## src/rtl/env_det_pwr_on_tx_9bit.sv

```systemverilog
// env_det_pwr_on_tx_9bit: board-level top for the environment-detect node.
// Synchronizes and debounces PIN_1, mirrors the level on PIN_5/LED, and
// sends 9-bit {level, seq} frames on PIN_2. One frame goes out after
// power-on, and one more after each debounced level change.
//   CLK    system clock, rising edge
//   RST    synchronous active-high reset
//   PIN_1  asynchronous environment-detect input
//   PIN_2  serial TX data, idles high
//   PIN_3  TX busy, start bit through stop bit
//   PIN_4  one-cycle frame-done pulse
//   PIN_5  debounced detect level
//   PIN_6  power-on done, sticky until reset
//   LED    copy of PIN_5
//   USBPU  USB pull-up enable, held low
module env_det_pwr_on_tx_9bit #(
  parameter int unsigned PWR_ON_CYCLES   = 64,
  parameter int unsigned BIT_CYCLES      = 16,
  parameter int unsigned DEBOUNCE_CYCLES = 8
) (
  input  logic CLK,
  input  logic RST,
  input  logic PIN_1,
  output logic PIN_2,
  output logic PIN_3,
  output logic PIN_4,
  output logic PIN_5,
  output logic PIN_6,
  output logic LED,
  output logic USBPU
);

  localparam int unsigned PWR_W   = $clog2(PWR_ON_CYCLES + 1);
  localparam int unsigned BIT_W   = $clog2(BIT_CYCLES + 1);
  localparam int unsigned DEB_W   = $clog2(DEBOUNCE_CYCLES + 1);
  localparam int unsigned IDX_W   = 4;
  localparam int unsigned FRAME_W = 9;

  typedef enum logic [1:0] {
    S_IDLE  = 2'd0,
    S_START = 2'd1,
    S_DATA  = 2'd2,
    S_STOP  = 2'd3
  } tx_state_e;

  logic               sync1_q, sync2_q;
  logic [DEB_W-1:0]   deb_cnt_q, deb_cnt_d;
  logic               level_q, level_d;
  logic               level_chg;
  logic [PWR_W-1:0]   pwr_cnt_q;
  logic               pwr_done_q;
  logic               pwr_fire;
  logic               pending_q, pending_d;
  logic [7:0]         seq_q;
  logic               load;
  logic [FRAME_W-1:0] payload;

  tx_state_e          state_q;
  logic [BIT_W-1:0]   cyc_cnt_q;
  logic [IDX_W-1:0]   bit_idx_q;
  logic [FRAME_W-1:0] shreg_q;
  logic               tx_q, busy_q, done_q;

  // Two-flop synchronizer on the asynchronous detect input
  always_ff @(posedge CLK) begin
    if (RST) begin
      sync1_q <= 1'b0;
      sync2_q <= 1'b0;
    end else begin
      sync1_q <= PIN_1;
      sync2_q <= sync1_q;
    end
  end

  // Debounce: count consecutive cycles where the synced input disagrees
  always_comb begin
    deb_cnt_d = '0;
    level_d   = level_q;
    if (sync2_q != level_q) begin
      if (deb_cnt_q == DEB_W'(DEBOUNCE_CYCLES - 1)) begin
        level_d = sync2_q;
      end else begin
        deb_cnt_d = deb_cnt_q + DEB_W'(1);
      end
    end
  end

  assign level_chg = (level_d != level_q);

  always_ff @(posedge CLK) begin
    if (RST) begin
      deb_cnt_q <= '0;
      level_q   <= 1'b0;
    end else begin
      deb_cnt_q <= deb_cnt_d;
      level_q   <= level_d;
    end
  end

  // Power-on counter; fires exactly once, on edge PWR_ON_CYCLES after release
  assign pwr_fire = !pwr_done_q && (pwr_cnt_q == PWR_W'(PWR_ON_CYCLES - 1));

  always_ff @(posedge CLK) begin
    if (RST) begin
      pwr_cnt_q  <= '0;
      pwr_done_q <= 1'b0;
    end else if (!pwr_done_q) begin
      pwr_cnt_q <= pwr_cnt_q + PWR_W'(1);
      if (pwr_fire) begin
        pwr_done_q <= 1'b1;
      end
    end
  end

  // A load takes the level being written this edge, so a coincident change
  // is carried by the frame and does not leave pending set behind it.
  assign load    = (state_q == S_IDLE) && (pending_q || pwr_fire);
  assign payload = {level_d, seq_q};

  always_comb begin
    pending_d = pending_q;
    if (load) begin
      pending_d = 1'b0;
    end else if (level_chg && pwr_done_q) begin
      pending_d = 1'b1;
    end
  end

  always_ff @(posedge CLK) begin
    if (RST) begin
      pending_q <= 1'b0;
      seq_q     <= '0;
    end else begin
      pending_q <= pending_d;
      if (load) begin
        seq_q <= seq_q + 8'd1;
      end
    end
  end

  // Serial transmitter: start, 9 data bits LSB first, stop
  always_ff @(posedge CLK) begin
    if (RST) begin
      state_q   <= S_IDLE;
      cyc_cnt_q <= '0;
      bit_idx_q <= '0;
      shreg_q   <= '0;
      tx_q      <= 1'b1;
      busy_q    <= 1'b0;
      done_q    <= 1'b0;
    end else begin
      done_q <= 1'b0;
      case (state_q)
        S_IDLE: begin
          if (load) begin
            state_q   <= S_START;
            cyc_cnt_q <= '0;
            shreg_q   <= payload;
            tx_q      <= 1'b0;
            busy_q    <= 1'b1;
          end
        end
        S_START: begin
          if (cyc_cnt_q == BIT_W'(BIT_CYCLES - 1)) begin
            state_q   <= S_DATA;
            cyc_cnt_q <= '0;
            bit_idx_q <= '0;
            tx_q      <= shreg_q[0];
            shreg_q   <= shreg_q >> 1;
          end else begin
            cyc_cnt_q <= cyc_cnt_q + BIT_W'(1);
          end
        end
        S_DATA: begin
          if (cyc_cnt_q == BIT_W'(BIT_CYCLES - 1)) begin
            cyc_cnt_q <= '0;
            if (bit_idx_q == IDX_W'(FRAME_W - 1)) begin
              state_q <= S_STOP;
              tx_q    <= 1'b1;
            end else begin
              bit_idx_q <= bit_idx_q + IDX_W'(1);
              tx_q      <= shreg_q[0];
              shreg_q   <= shreg_q >> 1;
            end
          end else begin
            cyc_cnt_q <= cyc_cnt_q + BIT_W'(1);
          end
        end
        S_STOP: begin
          if (cyc_cnt_q == BIT_W'(BIT_CYCLES - 1)) begin
            state_q   <= S_IDLE;
            cyc_cnt_q <= '0;
            busy_q    <= 1'b0;
            done_q    <= 1'b1;
          end else begin
            cyc_cnt_q <= cyc_cnt_q + BIT_W'(1);
          end
        end
        default: begin
          state_q <= S_IDLE;
          tx_q    <= 1'b1;
          busy_q  <= 1'b0;
        end
      endcase
    end
  end

  assign PIN_2 = tx_q;
  assign PIN_3 = busy_q;
  assign PIN_4 = done_q;
  assign PIN_5 = level_q;
  assign PIN_6 = pwr_done_q;
  assign LED   = level_q;
  assign USBPU = 1'b0;

endmodule

```

## config.mk

```make
export PLATFORM = sky130hd
export DESIGN_NAME = env_det_pwr_on_tx_9bit
export DESIGN_NICKNAME = d
export VERILOG_FILES = /design/src/rtl/env_det_pwr_on_tx_9bit.sv
export SDC_FILE = /design/constraint.sdc
export NUM_CORES = 1
export LEC_CHECK = 0
export CORE_ASPECT_RATIO = 0.75
export CORE_MARGIN = 2
export CORE_UTILIZATION = 50
export CTS_CLUSTER_SIZE = 24
export DETAILED_ROUTE_END_ITERATION = 6
export PLACE_DENSITY = 0.68
export SETUP_SLACK_MARGIN = 0.15
export SYNTH_ARGS = -nofsm -noshare
export SYNTH_HDL_FRONTEND = slang
export SYNTH_SLANG_ARGS = --single-unit
```

## constraint.sdc

```tcl
create_clock -name CLK -period 5.3 [get_ports CLK]
set_clock_uncertainty 0.1 [all_clocks]
set_input_delay 1.59 -clock CLK [delete_from_list [all_inputs] [get_ports CLK]]
set_output_delay 1.59 -clock CLK [all_outputs]
set_load 0.02 [all_outputs]
```

==> metrics.yaml, run 1 <==
outcome:
  status: "finished, final reports clean"
clock_tree:
  clock_path_buffers: 2
  cts_root_buf: "clkbuf_8"
  cts_tree: "done"
  clkLatencyLatePin_ps: 300
  path_clk_slew_ps: 80
  htreeDepth: 2
  post_cts_buffers: 0
  hold_buffers: 0
  cts_resized: 0
  cts.sink_count: 47
  cts_inserted_buffers: 5
drt:
  routedWlPerCell_um: 13.64
  routed_via_density: 5.711
  drcViolationCount: 0
  dr.pass1.iters: 4
  ant_nets: 0
  wl_mm: 4.296
  vias: 1799
  drtIter0Drc: 82
floorplanning:
  coreArea_um2: 4414
  die-area_um2: 5110
  die_h_um: 62.41
  fp-row-count: 21
  start_util_pct: 51.53
  ioPinCount: 10
  die_width_um: 81.89
timing:
  rsz0062_at_grt: "no"
  slew_viol_final: 0
  tightestPinTransition_ps: 767.5
  period_minus_slack_ps: 3238
  max_freq_mhz: 308.9
  max_slew_margin_pct: 48.29
  hold_viol_final: 0
  fin_ws_ps: 2062
  post-route-period-util_pct: 61.09
  setup_viol: 0
  fin_tns_setup_ps: 0
power:
  ir_drop_v: 0.0001779
  p_leak_nw: 0.8663
  cellPowerDensity_nw_per_um2: 325.3
synthesis:
  yosys.area_share.simple_pct: 24.86
  synthArstFlopShare_pct: 0
  netlist-cell-type-count: 47
  synth_top_family_by_area: "simple AND/OR/NAND/NOR gates"
  synth_ff_type: "dfxtp_1"
  synth_edf_count: 0
  synth.ff_latch_count: 47
  synth_xor_xnor_area_share_pct: 3.465
  synth.avg_cell_area_um2: 8.955
  synth_compound_area_share_pct: 15.51
  synth_nets: 267
  synthAdderAreaFrac_pct: 5.501
  ys_warn_count: 0
  synthCells: 254
  synth.mux.area_fraction_pct: 4.895
  netlist_area_um2: 2275
  seq_area_frac_synth_pct: 41.36
cells_and_area:
  final_cell_mix: "dfxtp_1, nor2_1, o21ai_0"
  antenna_cells: 0
  area_growth_pct: 8.636
  final_cell_area_um2: 2471
  drive_gt1_share_pct: 6.977
  nNetsFinal: 270
  layout_commonest_cell: "dfxtp_1"
placed_design:
  io_buffers: 8
  gp_congestion: 0.7670
  place_ws_ps: 2251
  hpwl_mm: 2.955
  placed_area_um2: 2367
critical_path:
  critPathRequiredTime_ps: 3610
  worstPathMaxFanout: 11
  endpoint_kind: "primary output"
  crit_buf_inv: 1
  rr_worst_depth: 6
  crit_family: "buffers and inverters"
  critical_path.max_stage_delay_ps: 680
  cpMaxStageDelayCell: "clkdlybuf4s50_1"
  reg2reg_slack_ps: 2770
  crit_arrival_ps: 1550
  path_cells: "clkdlybuf4s50_1"
  startpoint_type: "flip-flop"
  worstSetupPathType: "reg2out"
  worstReg2RegStart: "state_q[0]$_SDFFE_PP0P_"
  r2r-end: "shreg_q[8]$_SDFFE_PP0P_"
grt:
  grt_pass1_wl_mm: 7.445
  grt_pass1_vias: 1676
  grt_overflow: 0
  antenna_found_initial: 0
  grt_max_degree: 32
  track_usage_pct: 18.27
min_path:
  hold-path-cell-count: 1
  hold_class: "reg2reg"
  min_to: "sync2_q$_SDFF_PP0_"
  min_from: "sync1_q$_SDFF_PP0_"
run:
  maxCapViolCount: 0
==> layer usage <==
layer | track usage [%] | up-vias | share of wire (%)
met5 | 0 | - | 0
met4 | 6.250 | 0 | 1.4
met3 | 3.902 | 7 | 2.1
met2 | 27.95 | 16 | 43
met1 | 25.41 | 862 | 53
li1 | - | 914 | -
==> Yosys cell counts (2+ instances only) <==
cell type  instances  area, um^2
a21oi_1           18       90.09
a311oi_1           2       17.52
a31oi_1            2       12.51
and4_1             3       26.28
and4b_1            3       30.03
buf_1              2       7.510
buf_2              2       10.01
buf_4              3       22.52
clkbuf_1           6       22.52
dfxtp_1           47       940.9
ha_1              10       125.1
inv_1              6       22.52
mux2i_1           10       100.1
nand2_1           13       48.80
nand2b_1           9       56.30
nand3_1           10       50.05
nand3b_1           3       22.52
nand4_1            2       12.51
nand4b_1           2       17.52
nor2_1            24       90.09
nor2b_1            6       37.54
nor3_1             5       25.02
o21ai_0           23       115.1
or3_1              5       31.28
or4_1              9       67.56
xnor2_1            5       43.79
xor2_1             4       35.03
==> power by group <==
part	internal (mW)	total, mW	switching, mW
Sequential	0.367	0.378	0.0113
Clock	0.119	0.240	0.122
Combinational	0.0689	0.185	0.116
Total	0.555	0.804	0.249
==> cell type report <==
type | count | area (um^2)
fill | 405 | 1943
multi-input combinational | 187 | 1237
sequential | 47 | 940.9
clock buffer | 7 | 96.34
timing repair buffer | 10 | 95.09
tap | 57 | 71.32
inverter | 6 | 22.52
clock inverter | 1 | 7.507
==> stage by stage <==
stage | hold slack, ps | instances | util, % | total power [mW]
final | 342.3 | 315 | 55.98 | 0.8037
after global routing | 371.1 | 315 | 55.98 | 0.8491
after CTS | 349.8 | 315 | 55.98 | 0.8102
after detailed placement | 327.4 | 307 | 53.63 | 0.5713
after global placement | 321.1 | 307 | 53.63 | 0.5686
after floorplan | 313.8 | 254 | - | 0.5333
==> worst max-delay path by stage <==
stage                          start  slack, ps                         to  cells after the start
finish              PIN_6$_SDFF_PP0_       2060                      PIN_6                      1
global route        PIN_6$_SDFF_PP0_       1990                      PIN_6                      1
CTS                 PIN_6$_SDFF_PP0_       2040                      PIN_6                      1
detailed placement               RST       2250    shreg_q[2]$_SDFFE_PP0P_                      4
global placement                 RST       2280    shreg_q[2]$_SDFFE_PP0P_                      4
floorplan                        RST       2630  cyc_cnt_q[4]$_SDFFE_PP0P_                      4
==> flip-flops by register name (all words and copies together), names as in the netlist <==
| signal | flops |
|---|---|
| shreg_q | 9 |
| seq_q | 8 |
| pwr_cnt_q | 7 |
| cyc_cnt_q | 5 |
| bit_idx_q | 4 |
| deb_cnt_q | 4 |
| state_q | 2 |
| LED | 1 |
| PIN_2 | 1 |
| PIN_3 | 1 |
| PIN_4 | 1 |
| PIN_6 | 1 |
| pending_q | 1 |
| sync1_q | 1 |
| sync2_q | 1 |
==> logic make-up after synthesis <==
kind of cell | Yosys count
AND/OR/NAND/NOR | 99
AO/OA/AOI/OAI | 57
flip-flops | 47
buffers and inverters | 20
multiplexers | 11
adder cells (fa/ha/maj) | 10
XOR/XNOR | 9
other | 1
No activity file was read; power rests on OpenSTA's default activity.
==> inputs of run 2 (changes only) <==
==> constraint.sdc (replaced) <==
create_clock -name CLK -period 3.21 [get_ports CLK]
set_clock_uncertainty 0.1 [all_clocks]
set_input_delay 0.963 -clock CLK [delete_from_list [all_inputs] [get_ports CLK]]
set_output_delay 0.963 -clock CLK [all_outputs]
set_load 0.02 [all_outputs]
==> run 2 against run 1 <==
Die area stayed put. First-iteration DRC count is 1.2% lower. Sequential power is 65% higher. Total power is 72% higher. Non-clock buffer count is 2 higher. Largest cell class unchanged. Combinational power is 66% higher. Worst setup slack worse by 1500 ps. Design area is 1.2% higher. Sequential share of layout area is 0.44 points lower. Register-to-register slack worse by 1800 ps.
==> metrics.yaml, run 2 (synthesized netlist as in run 1, its figures left out) <==
cells_and_area:
  final_cell_mix: "dfxtp_1, nor2_1, o21ai_0"
  fillCellCount: 425
  largest_reg_flops: 9
  top_regs: "shreg_q: 9 flops, seq_q: 8 flops, pwr_cnt_q: 7 flops"
  antenna_cells: 0
  area_growth_pct: 9.901
  layout_commonest_cell: "dfxtp_1"
  nNetsFinal: 272
  drive_gt1_share_pct: 7.692
  largest-register: "shreg_q"
timing:
  setup_viol: 0
  timing.hold.ws_ps: 342.6
  tightestPinTransition_ps: 825.8
  max_slew_margin_pct: 44.37
  hold_viol_final: 0
  period_minus_slack_ps: 2645
  post-route-period-util_pct: 82.41
  max_freq_mhz: 378.0
  slew_viol_final: 0
  fin_ws_ps: 564.7
  fin_tns_setup_ps: 0
  rsz0062_at_grt: "no"
critical_path:
  crit_buf_inv: 1
  endpoint_kind: "primary output"
  crit_family: "buffers and inverters"
  worstSetupPathType: "reg2out"
  critical_path.max_stage_delay_ps: 690
  startpoint_type: "flip-flop"
  crit_arrival_ps: 1580
  critPathRequiredTime_ps: 2150
  startpoint: "PIN_6$_SDFF_PP0_"
  worstReg2RegStart: "state_q[0]$_SDFFE_PP0P_"
  cpMaxStageDelayCell: "clkdlybuf4s50_1"
  path_cells: "clkdlybuf4s50_1"
  reg2reg_slack_ps: 1020
  worstPathMaxFanout: 11
placed_design:
  place_ws_ps: 567.0
  io_buffers: 8
  gp_congestion: 0.7624
  hpwl_mm: 2.893
clock_tree:
  htreeDepth: 2
  hold_buffers: 0
  path_clk_slew_ps: 90
  clkLatencyLatePin_ps: 300
  cts_inserted_buffers: 5
  post_cts_buffers: 0
  cts_resized: 0
  cts.sink_count: 47
  cts_tree: "done"
  clock_path_buffers: 2
  cts_root_buf: "clkbuf_8"
drt:
  dr.pass1.iters: 4
  routed_via_density: 5.562
  routedWlPerCell_um: 13.01
  vias: 1763
  ant_nets: 0
  wl_mm: 4.123
  drcViolationCount: 0
  drtIter0Drc: 81
grt:
  track_usage_pct: 17.09
  grt_overflow: 0
  antenna_found_initial: 0
  grt_pass1_wl_mm: 6.996
  grt_max_degree: 21
  grt_pass1_vias: 1576
outcome:
  status: "finished, final reports clean"
floorplanning:
  coreArea_um2: 4414
  die-area_um2: 5110
  fp-row-count: 21
  ioPinCount: 10
  die_width_um: 81.89
  start_util_pct: 51.53
  die_h_um: 62.41
min_path:
  min_from: "sync1_q$_SDFF_PP0_"
  hold_class: "reg2reg"
power:
  finalPower_mw: 1.383
  p_leak_nw: 0.8872
  ir_drop_v: 0.0003002
  cellPowerDensity_nw_per_um2: 553.0
run:
  maxCapViolCount: 0
[run 2: cell count changes in the layout (fill, tap and decap cells not counted), sizes merged]
cell      delta
buf          +2
clkinv       +1
clkbuf       -1
clkinvlp     -1
bufinv       +1
[run 2: stage by stage]
stage / cell area, um^2 / std cells / utilization (%)
after floorplan: 2275 / 254 / -
after global routing: 2500 / 317 / 56.63
after global placement: 2382 / 309 / 53.97
final: 2500 / 317 / 56.63
after detailed placement: 2382 / 309 / 53.97
after CTS: 2500 / 317 / 56.63
[run 2: path summary, 6_finish.rpt]
path,cells after the start,end
max reg2reg,6,shreg_q[3]$_SDFFE_PP0P_
max,1,PIN_6
min reg2reg,1,sync2_q$_SDFF_PP0_
min,1,sync2_q$_SDFF_PP0_
[run 2: area by class of cell]
cell class                      count  area [um^2]  share of cell area [%]
Tap cell                           57        71.32                   2.853
Clock buffer                        6        82.58                   3.303
Clock inverter                      2        35.03                   1.401
Multi-Input combinational cell    187         1237                   49.50
Sequential cell                    47        940.9                   37.64
Inverter                            6        22.52                  0.9009
Timing Repair Buffer               12        110.1                   4.404
[run 2: report_power, final]
group / total (mW) / switching (mW) / leakage (nW) / internal (mW)
clock network: 0.451 / 0.198 / 0.0612 / 0.252
logic: 0.308 / 0.187 / 0.446 / 0.121
registers: 0.624 / 0.0181 / 0.380 / 0.606
total: 1.38 / 0.403 / 0.887 / 0.979
[run 2: per-layer routing]
metal / vias up / track usage [%] / part of all wire (%)
li1: 920 / - / -
met1: 825 / 24.38 / 54
met2: 14 / 26.02 / 43
met3: 4 / 3.902 / 2.1
met4: 0 / 4.375 / 0.68
met5: - / 0 / 0
==> inputs of run 3 (changes only) <==
--- a/config.mk
+++ b/config.mk
@@ -10,7 +10,7 @@
 export CORE_UTILIZATION = 50
 export CTS_CLUSTER_SIZE = 24
 export DETAILED_ROUTE_END_ITERATION = 6
-export PLACE_DENSITY = 0.68
+export PLACE_DENSITY = 0.7
 export SETUP_SLACK_MARGIN = 0.15
 export SYNTH_ARGS = -nofsm -noshare
 export SYNTH_HDL_FRONTEND = slang
==> constraint.sdc (replaced) <==
create_clock -name CLK -period 2.2 [get_ports CLK]
set_clock_uncertainty 0.1 [all_clocks]
set_input_delay 0.66 -clock CLK [delete_from_list [all_inputs] [get_ports CLK]]
set_output_delay 0.66 -clock CLK [all_outputs]
set_load 0.02 [all_outputs]
==> run 3 against run 2 <==
Flip-flop and latch count stayed put. Global-route usage is 2.3 points higher. Clock power grew 66%. Via count grew 3.9%. Final cell count is 2.5% higher. Worst hold slack improved by 8.4 ps. Combinational power is 99% higher. Design area grew 5.4%. First-iteration DRC count fell by 1.2%. Utilization grew 3.1 points. Critical path depth did not move. Register-to-register slack got worse by 800 ps.
==> metrics.yaml, run 3 (synthesized netlist as in run 1, its figures left out) <==
critical_path:
  crit_buf_inv: 1
  crit_family: "buffers and inverters"
  critPathRequiredTime_ps: 1440
  cpMaxStageDelayCell: "clkdlybuf4s50_1"
  worstSetupPathType: "reg2out"
  critical_path.max_stage_delay_ps: 600
  worstPathMaxFanout: 2
  path_cells: "clkdlybuf4s50_1"
  startpoint_type: "flip-flop"
  reg2reg_slack_ps: 220
  endpoint_kind: "primary output"
  crit_arrival_ps: 1230
placed_design:
  gp_congestion: 0.7572
  io_buffers: 8
  hpwl_mm: 3.066
cells_and_area:
  area_growth_pct: 15.84
  top_regs: "shreg_q: 9 flops, seq_q: 8 flops, pwr_cnt_q: 7 flops"
  largest-register: "shreg_q"
  largest_reg_flops: 9
  post-route-util_pct: 59.69
  final_cell_mix: "dfxtp_1, nor2_1, o21ai_0"
  drive_gt1_share_pct: 15.30
  layout_commonest_cell: "dfxtp_1"
  nNetsFinal: 280
  antenna_cells: 0
outcome:
  status: "finished, final reports clean"
clock_tree:
  cts_inserted_buffers: 5
  clkLatencyLatePin_ps: 300
  cts_tree: "done"
  path_clk_slew_ps: 90
  htreeDepth: 2
  cts_root_buf: "clkbuf_8"
  clock_path_buffers: 2
  post_cts_buffers: 0
  cts.sink_count: 47
power:
  ir_drop_v: 0.0005149
  switchingPower_uw: 653.1
  cellPowerDensity_nw_per_um2: 864.3
  clkPwrFrac_pct: 32.8
  p_leak_nw: 0.9581
  p_seq_share_pct: 40.3
  internal_power_mw: 1.625
  combinationalPowerShare_pct: 26.9
  p_sw_share_pct: 28.67
floorplanning:
  die_width_um: 81.89
  start_util_pct: 51.53
  die_h_um: 62.41
  coreArea_um2: 4414
  ioPinCount: 10
  fp-row-count: 21
  die-area_um2: 5110
grt:
  grt_pass1_wl_mm: 7.831
  grt_pass1_vias: 1750
  grt_overflow: 0
  grt_max_degree: 19
  antenna_found_initial: 0
  track_usage_pct: 19.41
timing:
  max_freq_mhz: 503.4
  post-route-period-util_pct: 90.29
  hold_viol_final: 0
  setup_viol: 0
  fin_tns_setup_ps: 0
  slew_viol_final: 0
  tightestPinTransition_ps: 497.4
  period_minus_slack_ps: 1986
  rsz0062_at_grt: "yes"
  max_slew_margin_pct: 66.49
drt:
  routed_via_density: 5.634
  ant_nets: 0
  drcViolationCount: 0
  drtIter0Drc: 80
  dr.pass1.iters: 4
  vias: 1831
  routedWlPerCell_um: 14.18
  wl_mm: 4.607
min_path:
  hold_class: "reg2reg"
run:
  maxCapViolCount: 0
## run 3: cell count changes in the layout (fill, tap and decap cells not counted), sizes merged
cell / before / now
buf: 4 / 11
clkdlybuf4s50: 8 / 4
dlygate4sd2: 0 / 3
a211o: 1 / 2
bufinv: 1 / 2
clkinv: 1 / 0
dlymetal6s2s: 0 / 1
## run 3: layer usage
metal	up-vias	share of wire (%)	track usage, %
met1	871	52	27.11
met5	-	0	0
met3	4	2.6	4.335
met2	21	45	30.39
li1	935	-	-
met4	0	0.72	4.792
## run 3: final timing paths
path,depth (start not counted),start,end
worst max register to register,6,state_q[0]$_SDFFE_PP0P_,shreg_q[3]$_SDFFE_PP0P_
worst min-delay path,1,sync1_q$_SDFF_PP0_,sync2_q$_SDFF_PP0_
worst min register to register,1,sync1_q$_SDFF_PP0_,sync2_q$_SDFF_PP0_
worst max-delay path,1,PIN_3$_SDFFE_PP0P_,PIN_3
## run 3: through the flow
step | cell area [um^2] | setup WS, ps | hold slack [ps] | total power [mW] | std cells
after global routing | 2635 | 139.0 | 358.5 | 2.371 | 325
after detailed placement | 2455 | 72.69 | 336.8 | 1.467 | 316
final | 2635 | 213.6 | 351.0 | 2.278 | 325
after global placement | 2455 | 112.1 | 327.8 | 1.462 | 316
after CTS | 2609 | 161.8 | 352.9 | 2.251 | 325
after floorplan | 2282 | 191.1 | 313.8 | 1.301 | 254
## run 3: layout make-up
cell class | instances | area [um^2]
clock buffer | 6 | 72.57
clock inverter | 2 | 60.06
fill | 396 | 1779
inverter | 6 | 22.52
multi-input combinational | 188 | 1289
sequential | 47 | 945.9
tap | 57 | 71.32
timing repair buffer | 19 | 173.9
## run 3: power by group through the flow
stage               sequential (mW)  clock (mW)  combinational, mW
global route                  0.922       0.786              0.663
floorplan                     0.937           0              0.364
CTS                           0.914       0.758              0.578
finish                        0.918       0.747              0.613
detailed placement            0.932           0              0.535
global placement              0.931           0              0.531
## run 3: repair_timing
action,CTS,global route
gates cloned,1,0
resized for setup,8,15
pin swaps,1,0
hold buffers,0,0
setup endpoints to repair,13,11
==> edit: new RTL, config.mk and constraints of run 2 <==
The parameter `DEBOUNCE_CYCLES` goes from 8 to 32.
--- a/src/rtl/env_det_pwr_on_tx_9bit.sv
+++ b/src/rtl/env_det_pwr_on_tx_9bit.sv
@@ -15,7 +15,7 @@
 module env_det_pwr_on_tx_9bit #(
   parameter int unsigned PWR_ON_CYCLES   = 64,
   parameter int unsigned BIT_CYCLES      = 16,
-  parameter int unsigned DEBOUNCE_CYCLES = 8
+  parameter int unsigned DEBOUNCE_CYCLES = 32
 ) (
   input  logic CLK,
   input  logic RST,
Function: same outputs for any inputs over 10 cycles, from zero or initial values and one cycle with RST high; that may be too few to reach the edited logic, so the function may still have changed.
==> edit against run 2 <==
Global-route usage rose by 0.14 points. Synthesized area rose by 5.9%. Register-to-register slack got worse by 160 ps. Sequential cell count rose by 2. Routed wire length rose by 8.1%. Power rose by 3.7%. Clock power fell by 20%. Final area rose by 2.8%. Setup slack improved by 110 ps. Critical endpoint unchanged.
==> edit: results (changes against run 2) <==
\begin{tabular}{lr}
\hline
Metric & Value \\
\hline
\multicolumn{2}{l}{\textbf{Outcome}} \\
\quad Run status & completed \\
\multicolumn{2}{l}{\textbf{Synth}} \\
\quad Number of cells produced by synthesis & 261 (+2.8\%) \\
\quad Top cell types by occurrence after synthesis & sky130\_fd\_sc\_hd\_\_dfxtp\_1 (49), sky130\_fd\_sc\_hd\_\_nor2\_1 (29), sky130\_fd\_sc\_hd\_\_a21oi\_1 (13) \\
\quad Post-Synthesis Net Count & 274 (+2.6\%) \\
\quad Synth top area cells & sky130\_fd\_sc\_hd\_\_dfxtp\_1 (41\%), sky130\_fd\_sc\_hd\_\_ha\_1 (5.2\%), sky130\_fd\_sc\_hd\_\_mux2i\_1 (4.6\%) \\
\quad Netlist cell types & 45 (-4.3\%) \\
\multicolumn{2}{l}{\textbf{Drt}} \\
\quad Initial DRC count & 67 (-17\%) \\
\quad DR WL/cell & 13.9 microns (+7.1\%) \\
\quad WL met3 & 93 microns (+5.7\%) \\
\quad Metal2 WL & 1850 microns (+3.7\%) \\
\quad M1 WL & 2440 microns (+10\%) \\
\quad Routed Wire Length & 4460 microns (+8.1\%) \\
\multicolumn{2}{l}{\textbf{Global route}} \\
\quad Global routing met2 resource utilization & 0.251 (-0.00917) \\
\quad Combined global-route utilization of all metal layers & 0.172 (+0.00137) \\
\quad Wire length of the first global-routing pass & 7530 microns (+7.7\%) \\
\quad Global Route met1 Usage & 0.247 (+0.00355) \\
\quad Largest net degree at the start of global routing & 49 (+130\%) \\
\multicolumn{2}{l}{\textbf{Placed design}} \\
\quad HPWL after detailed placement & 3030 microns (+4.7\%) \\
\quad Final Wtd Congestion & 0.760 (-0.38\%) \\
\multicolumn{2}{l}{\textbf{Cells and area}} \\
\quad Share of post-route cells with drive strength above 1 & 0.0989 (+0.0219) \\
\quad Fill cell instance count of the final layout & 429 (+0.94\%) \\
\quad Net total in the final layout & 275 (+1.1\%) \\
\multicolumn{2}{l}{\textbf{Critical path}} \\
\quad Biggest cell delay along the critical path & 670 ps (-20 ps) \\
\multicolumn{2}{l}{\textbf{Power}} \\
\quad Proportion of total power due to net switching & 0.304 (+0.0124) \\
\quad Largest voltage drop on the vdd net & 0.000293 V (-2.5\%) \\
\multicolumn{2}{l}{\textbf{STA}} \\
\quad Worst slew margin & 0.465 (+0.0212) \\
\hline
\end{tabular}
edit: logic make-up after synthesis:
group           share of synthesized area
simple gates                        0.197
compound gates                      0.190
flops                               0.407
buf+inv                            0.0577
xor+xnor                           0.0436
mux                                0.0504
fa+ha+maj                          0.0519
other cells                       0.00156
edit: layout make-up:
class                           instances  area share
Timing Repair Buffer                   10      0.0419
Tap cell                               57      0.0278
Clock inverter                          1     0.00292
Multi-Input combinational cell        186       0.501
Sequential cell                        49       0.382
Clock buffer                            7      0.0297
Inverter                               10      0.0146
edit: final timing paths:
kind	start	to	slack (ps)	cells past startpoint
max	PIN_6	PIN_6	680	1
min	cyc_cnt_q[4]	cyc_cnt_q[4]	350	2
max reg2reg	state_q[0]	shreg_q[7]	860	6
min reg2reg	cyc_cnt_q[4]	cyc_cnt_q[4]	350	2
edit: stage by stage:
| stage | hold WS, ps | cell area (sq um) |
|---|---|---|
| after global placement | 331 | 2490 |
| final | 350 | 2570 |
| after floorplan | 314 | 2410 |
| after global routing | 366 | 2570 |
| after detailed placement | 332 | 2490 |
| after CTS | 346 | 2570 |
edit: worst reg2reg max path, stage by stage (launching register included):
cell                       delay (ps)
sky130_fd_sc_hd__dfxtp_1          400
sky130_fd_sc_hd__inv_1             80
sky130_fd_sc_hd__ha_1             280
sky130_fd_sc_hd__nand4b_1         400
sky130_fd_sc_hd__o211ai_1         440
sky130_fd_sc_hd__o21ba_2          330
sky130_fd_sc_hd__a311oi_1         240
edit: power groups by stage:
stage                     Clock [W]  Sequential [W]  Combinational (W)
final                      0.000361        0.000697           0.000376
after CTS                  0.000374        0.000698           0.000376
after floorplan                   0        0.000709           0.000301
after detailed placement          0        0.000712           0.000375
after global placement            0        0.000710           0.000373
after global routing       0.000395        0.000706           0.000417
